==> src/rtl/pipelined_cla_subtractor.sv <==
// pipelined_cla_subtractor: two-stage valid/ready subtractor, diff = a + ~b + 1 via grouped CLA halves.
// The low half resolves in stage 1 and the upper half in stage 2 from the registered mid carry.
module pipelined_cla_subtractor #(
   parameter int WIDTH = 32,
   parameter int GROUP = 4
) (
   input  logic             clk,
   input  logic             rst_n,
   input  logic             in_valid,
   output logic             in_ready,
   input  logic [WIDTH-1:0] a,
   input  logic [WIDTH-1:0] b,
   output logic             out_valid,
   input  logic             out_ready,
   output logic [WIDTH-1:0] diff,
   output logic             bout,
   output logic             ovf,
   output logic             zero
);
   localparam int H = WIDTH / 2;

   // Returns {carry_out, sum}; each group expands its carries from the group carry-in.
   function automatic logic [H:0] cla(input logic [H-1:0] x, input logic [H-1:0] y, input logic cin);
      logic [H-1:0] g, p;
      logic [H:0]   c;
      logic         acc, pp;
      g = x & y;
      p = x ^ y;
      c = '0;
      c[0] = cin;
      for (int k = 0; k < H; k += GROUP) begin
         for (int j = 0; j < GROUP; j++) begin
            acc = g[k+j];
            pp  = p[k+j];
            for (int i = j - 1; i >= 0; i--) begin
               acc = acc | (pp & g[k+i]);
               pp  = pp & p[k+i];
            end
            c[k+j+1] = acc | (pp & c[k]);
         end
      end
      return {c[H], p ^ c[H-1:0]};
   endfunction

   logic [H-1:0]     lo_q, ahi_q, nbhi_q;
   logic             cmid_q, as_q, bs_q, s1v_q;
   logic [WIDTH-1:0] diff_q;
   logic             bout_q, ovf_q, zero_q, ov_q;
   logic [H:0]       lo_d, hi_d;
   logic [WIDTH-1:0] diff_d;
   logic             s2_load, accept;

   always_comb begin
      s2_load  = !ov_q || out_ready;
      in_ready = !s1v_q || s2_load;
      accept   = in_valid && in_ready;
      lo_d     = cla(a[H-1:0], ~b[H-1:0], 1'b1);
      hi_d     = cla(ahi_q, nbhi_q, cmid_q);
      diff_d   = {hi_d[H-1:0], lo_q};
   end

   always_ff @(posedge clk or negedge rst_n) begin
      if (!rst_n) begin
         s1v_q  <= 1'b0;
         lo_q   <= '0;
         ahi_q  <= '0;
         nbhi_q <= '0;
         cmid_q <= 1'b0;
         as_q   <= 1'b0;
         bs_q   <= 1'b0;
      end else if (accept) begin
         s1v_q  <= 1'b1;
         lo_q   <= lo_d[H-1:0];
         cmid_q <= lo_d[H];
         ahi_q  <= a[WIDTH-1:H];
         nbhi_q <= ~b[WIDTH-1:H];
         as_q   <= a[WIDTH-1];
         bs_q   <= b[WIDTH-1];
      end else if (s2_load) begin
         s1v_q  <= 1'b0;
      end
   end

   // Output fields only change on a load carrying real data, so they hold under backpressure.
   always_ff @(posedge clk or negedge rst_n) begin
      if (!rst_n) begin
         ov_q   <= 1'b0;
         diff_q <= '0;
         bout_q <= 1'b0;
         ovf_q  <= 1'b0;
         zero_q <= 1'b0;
      end else if (s2_load) begin
         ov_q <= s1v_q;
         if (s1v_q) begin
            diff_q <= diff_d;
            bout_q <= ~hi_d[H];
            ovf_q  <= (as_q != bs_q) && (diff_d[WIDTH-1] != as_q);
            zero_q <= (diff_d == '0);
         end
      end
   end

   assign out_valid = ov_q;
   assign diff      = diff_q;
   assign bout      = bout_q;
   assign ovf       = ovf_q;
   assign zero      = zero_q;
endmodule
==> config.mk <==
export PLATFORM = sky130hd
export DESIGN_NAME = pipelined_cla_subtractor
export DESIGN_NICKNAME = d
export VERILOG_FILES = /design/src/rtl/pipelined_cla_subtractor.sv
export SDC_FILE = /design/constraint.sdc
export NUM_CORES = 1
export LEC_CHECK = 0
export CAP_MARGIN = 20
export CORE_MARGIN = 5
export CORE_UTILIZATION = 55
export DETAILED_ROUTE_END_ITERATION = 6
export PLACE_DENSITY_LB_ADDON = 0.1
export SLEW_MARGIN = 30
export SYNTH_ARGS = -nofsm -noshare
export SYNTH_HDL_FRONTEND = slang
export SYNTH_SLANG_ARGS = --single-unit
==> constraint.sdc <==
create_clock -name clk -period 7.5 [get_ports clk]
set_input_delay 1.5 -clock clk [delete_from_list [all_inputs] [get_ports clk]]
set_output_delay 1.5 -clock clk [all_outputs]
set_load 0.005 [all_outputs]
# Word level (Yosys, flattened, before mapping)
# Index checks and enable logic that the tools add are counted.
# totals
register_bits,88
# classes
reduce_logical,9
n_mux,2
n_bitwise,213
n_eq_ne,2
# ops
cell,count
$and A1 B1 Y1,124
$or A1 B1 Y1,80
$xor A16 B16 Y16,4
$and A16 B16 Y16,2
$logic_not A32 Y1,1
$not A16 Y16,2
$logic_and A1 B1 Y1,2
$logic_not A1 Y1,2
$logic_or A1 B1 Y1,2
$mux W1,2
$ne A1 B1 Y1,2
$reduce_and A2 Y1,1
$reduce_bool A2 Y1,1
$not A1 Y1,1

# Longest topological paths before layout
# logic_depth
word_depth,15
ltp_mapped,13

# Worst setup path before layout
# OpenSTA, ideal clock, no wires.
# synth_path
path_kind,input to register
startpoint,in a[0]
endpoint,reg lo_q[12]
arrival_time_ns,3.533
required_ns,7.417
cell_stages,10
setup_slack_ns,3.885
path_buffers,0
cell_sequence,inv_1 > ha_1 > o21ai_0 > a2111oi_1 > o211a_1 > nor3_1 > inv_1 > a21oi_1 > fa_1 > o21ai_0
# synth_via
elab_chain_cells,9
elab_cells_between_ends,11
classes_between,bitwise: 11
# synth_lines
item,line,text
start: declaration,11,"input logic [WIDTH-1:0] a,"
$and A16 B16 Y16,27,g = x & y;
$and A1 B1 Y1,36,acc = acc | (pp & g[k+i]);
$or A1 B1 Y1,36,
$or A1 B1 Y1 (*),39,c[k+j+1] = acc | (pp & c[k]);
$and A1 B1 Y1 (*),39,
$or A1 B1 Y1 (*),39,
$and A1 B1 Y1 (*),39,
$or A1 B1 Y1 (*),39,
$xor A16 B16 Y16 (*),42,"return {c[H], p ^ c[H-1:0]};"
end signal: assignment,73,lo_q <= lo_d[H-1:0];
end: declaration,45,"logic [H-1:0] lo_q, ahi_q, nbhi_q;"
# Mark *: on every way between the ends. The rest lies on a longest branch, timed or not.
# A chain may end at the register's enable or synchronous reset.

# Final worst setup path
# layout_path
startpoint,in out_ready
endpoint,out in_ready
# layout_via
elab_chain_cells,2
# layout_lines
item,line,text
start: declaration,14,"input logic out_ready,"
$logic_or A1 B1 Y1,54,s2_load = !ov_q || out_ready;
$logic_or A1 B1 Y1,55,in_ready = !s1v_q || s2_load;
end: declaration,10,"output logic in_ready,"
# Every way passes these cells.

==> flow_metrics.env <==
export IMPL_avgSynthCellArea_um2=10.7
export IMPL_critPathMostFrequentCell="clkdlybuf4s50_1"
export IMPL_clock_root_buffer="clkbuf_8"
export IMPL_final_cell_mix="103 x clkdlybuf4s50_1, 87 x dfrtp_1, 54 x nand2_1, 46 x o21ai_0, 39 x mux2_2"
export IMPL_timing_final_crit_share=0.555
export IMPL_layout_drive_gt1_share=0.123
export IMPL_clkLatencyLatePin_ps=350
export IMPL_min_delay_worst_endpoint="diff[29]$_DFFE_PN0P_"
export IMPL_r2r_start="ahi_q[0]$_DFFE_PN0P_"
export IMPL_hold_viol_final=0
export IMPL_fmax_ghz=0.240
export IMPL_drv_cap=0
export IMPL_drt_pass1_iter_count=4
export IMPL_synthDistinctLibCells=51
export IMPL_worst_r2r_path_depth=13
export IMPL_dieArea_mm2=0.0104
export IMPL_yosysWarnings=0
export IMPL_dominantRegCellSynth="dfrtp_1"
export IMPL_post_route_drc_count=0
export IMPL_portBuffers=104
export IMPL_cp_slowest_cell="clkdlybuf4s50_1"
export IMPL_ys_seq_area_frac=0.470
export IMPL_dieWidth_um=102
export IMPL_rrSetupSlack_ps=3740
export IMPL_grt_overflow_total=0
export IMPL_critPathKind="primary input to output pin"
export IMPL_vias=3487
export IMPL_die_h_um=102
export IMPL_maxSlewHeadroom=0.465
export IMPL_final_antenna_net_count=0
export IMPL_wl_per_cell_um=14.9
export IMPL_std_cell_rows=33
export IMPL_worstHoldStart="diff[29]$_DFFE_PN0P_"
export IMPL_clk_path_buf_depth=2
export IMPL_cts_inserted_buffers=9
export IMPL_crit_arrival_ps=2660
export IMPL_fin_crit_ps=4160
export IMPL_vias_per_cell=5.38
export IMPL_synth_largest_area_cell="dfrtp_1"
export IMPL_nFillCells=631
export IMPL_min_path_cells=2
export IMPL_clock_sinks=87
export IMPL_clkTransAtPathRegs_ps=80
export IMPL_multi_input_area_mm2=0.00228
export IMPL_ys_seq_elements=87
export IMPL_leakagePower_nw=2.70
export IMPL_grt_first_pass_wirelength_mm=16.3
export IMPL_grtUsageTotal=0.199
export IMPL_antennaDiodeCount=0
export IMPL_drt_iter0_drc=88
export IMPL_finalSetupViolations=0
export IMPL_fin_skew_ps=13.7
export IMPL_cts_setup_buffers=0
export IMPL_cp_depth=3
export IMPL_synth_edf_count=0
export IMPL_max_stage_delay_ps=530
export IMPL_grt_max_degree=88
export IMPL_final_max_slew_violation_count=0
export IMPL_tightest_slew_ps=802
export IMPL_dp_hpwl_mm=7.35
export IMPL_synth_top_cell_area_share=0.470
export IMPL_ys_async_sr_fraction=1.00
export IMPL_status="finished, final reports clean"
export IMPL_grt_pass1_vias=3687
export IMPL_cts_hold_buf=0
export IMPL_synthTopCellsByArea="dfrtp_1 47%, mux2_2 9.5%, ha_1 8.9%"
export IMPL_synthesis_instances=435
export IMPL_totalWireLength_mm=9.64
export IMPL_synth_area_mm2=0.00464
export IMPL_htree_levels=3
export IMPL_ir_drop_uv=125
export IMPL_hold_path_class="flip-flop to flip-flop"
export IMPL_cp_num_buf_inv=2
export IMPL_cts_tree="yes"
export IMPL_core_area_mm2=0.00822
export IMPL_final_common_cell="clkdlybuf4s50_1"
export IMPL_start_kind="primary input"
export IMPL_start_util=0.564
export IMPL_finalWeightedCongestion=0.866
export IMPL_crit_family="buffers and inverters"
export IMPL_worstPathRequired_ps=6000
export IMPL_regArea_mm2=0.00218
export IMPL_rr_endpoint="zero$_DFFE_PN0P_"
export IMPL_antenna_found_initial=0
export IMPL_syn_to_final_growth_pct=29.1
export IMPL_finalSetupTns_ps=0
export IMPL_syn_num_nets=543
export IMPL_rsz0062_at_grt="no"
export IMPL_postPlaceCellArea_mm2=0.00578
export IMPL_layout_nets=646
export IMPL_io_pins=105
export IMPL_path_cells="clkdlybuf4s50_1 > nand3b_1 > clkdlybuf4s50_1"
export IMPL_cts_resized_gates=0
export IMPL_power_density_mw_per_mm2=265
export IMPL_end_kind="output pin"
export IMPL_path_max_fanout=3
export IMPL_final_area_mm2=0.00599
-- layer usage --
metal | track usage | vias up | part of all wire
li1 | - | 1725 | -
met1 | 0.250 | 1649 | 0.44
met2 | 0.340 | 94 | 0.49
met3 | 0.0389 | 19 | 0.050
met4 | 0.0777 | 0 | 0.024
met5 | 0 | - | 0
-- state kept, by name (all words and copies together) (netlist names) --
name / cells
bs_q: 1
s1v_q: 1
cmid_q: 1
nbhi_q: 16
lo_q: 16
diff: 32
bout: 1
ovf: 1
out_valid: 1
zero: 1
ahi_q: 16
-- cell type report --
class | count | area share
Clock buffer | 10 | 0.0230
Clock inverter | 6 | 0.0125
Inverter | 35 | 0.0219
Multi-Input combinational cell | 299 | 0.380
Sequential cell | 87 | 0.364
Tap cell | 105 | 0.0219
Timing Repair Buffer | 106 | 0.177
-- cell usage after synthesis, drive strengths merged (6+ instances only) --
library cell,count
mux2,39
o21a,6
clkbuf,11
fa,7
nand2,55
ha,33
xor2,14
nor3,7
nor2,11
o21ai,48
a21oi,16
dfrtp,87
inv,35
xnor2,8
-- logic make-up after synthesis --
logic type,synth area share
XOR/XNOR,0.0416
adder cells (fa/ha/maj),0.119
flip-flops,0.470
buffers and inverters,0.0397
AO/OA/AOI/OAI,0.140
AND/OR/NAND/NOR,0.0931
multiplexers,0.0969
-- worst max path at each step --
stage	end	startpoint	slack [ps]
5_1_grt	lo_q[12]$_DFFE_PN0P_	a[0]	3150
2_1_floorplan	lo_q[12]$_DFFE_PN0P_	a[0]	3880
6_report	in_ready	out_ready	3340
3_5_place_dp	lo_q[12]$_DFFE_PN0P_	a[0]	3060
4_1_cts	in_ready	out_ready	3340
3_3_place_gp	lo_q[12]$_DFFE_PN0P_	a[0]	3160
-- tightest hold or removal path, cell delays in order (launching register included) --
cell	delay, ps
dfrtp_1	350
nand2_1	40
o21ai_0	60
-- where the power goes --
group | internal (W) | total (W) | switching (W)
clock network | 0.000168 | 0.000341 | 0.000173
registers | 0.000588 | 0.000662 | 0.0000746
logic | 0.000333 | 0.000580 | 0.000247
total | 0.00109 | 0.00158 | 0.000495
-- per-stage QoR --
step	util	instances	power, W	hold slack, ps	setup slack, ps
floorplan	-	435	0.000971	454	3880
global placement	0.702	632	0.00123	463	3160
detailed placement	0.703	632	0.00126	470	3060
CTS	0.729	648	0.00160	489	3340
global route	0.729	648	0.00169	501	3150
finish	0.729	648	0.00158	482	3340
Power figures use the tool's default switching activity.
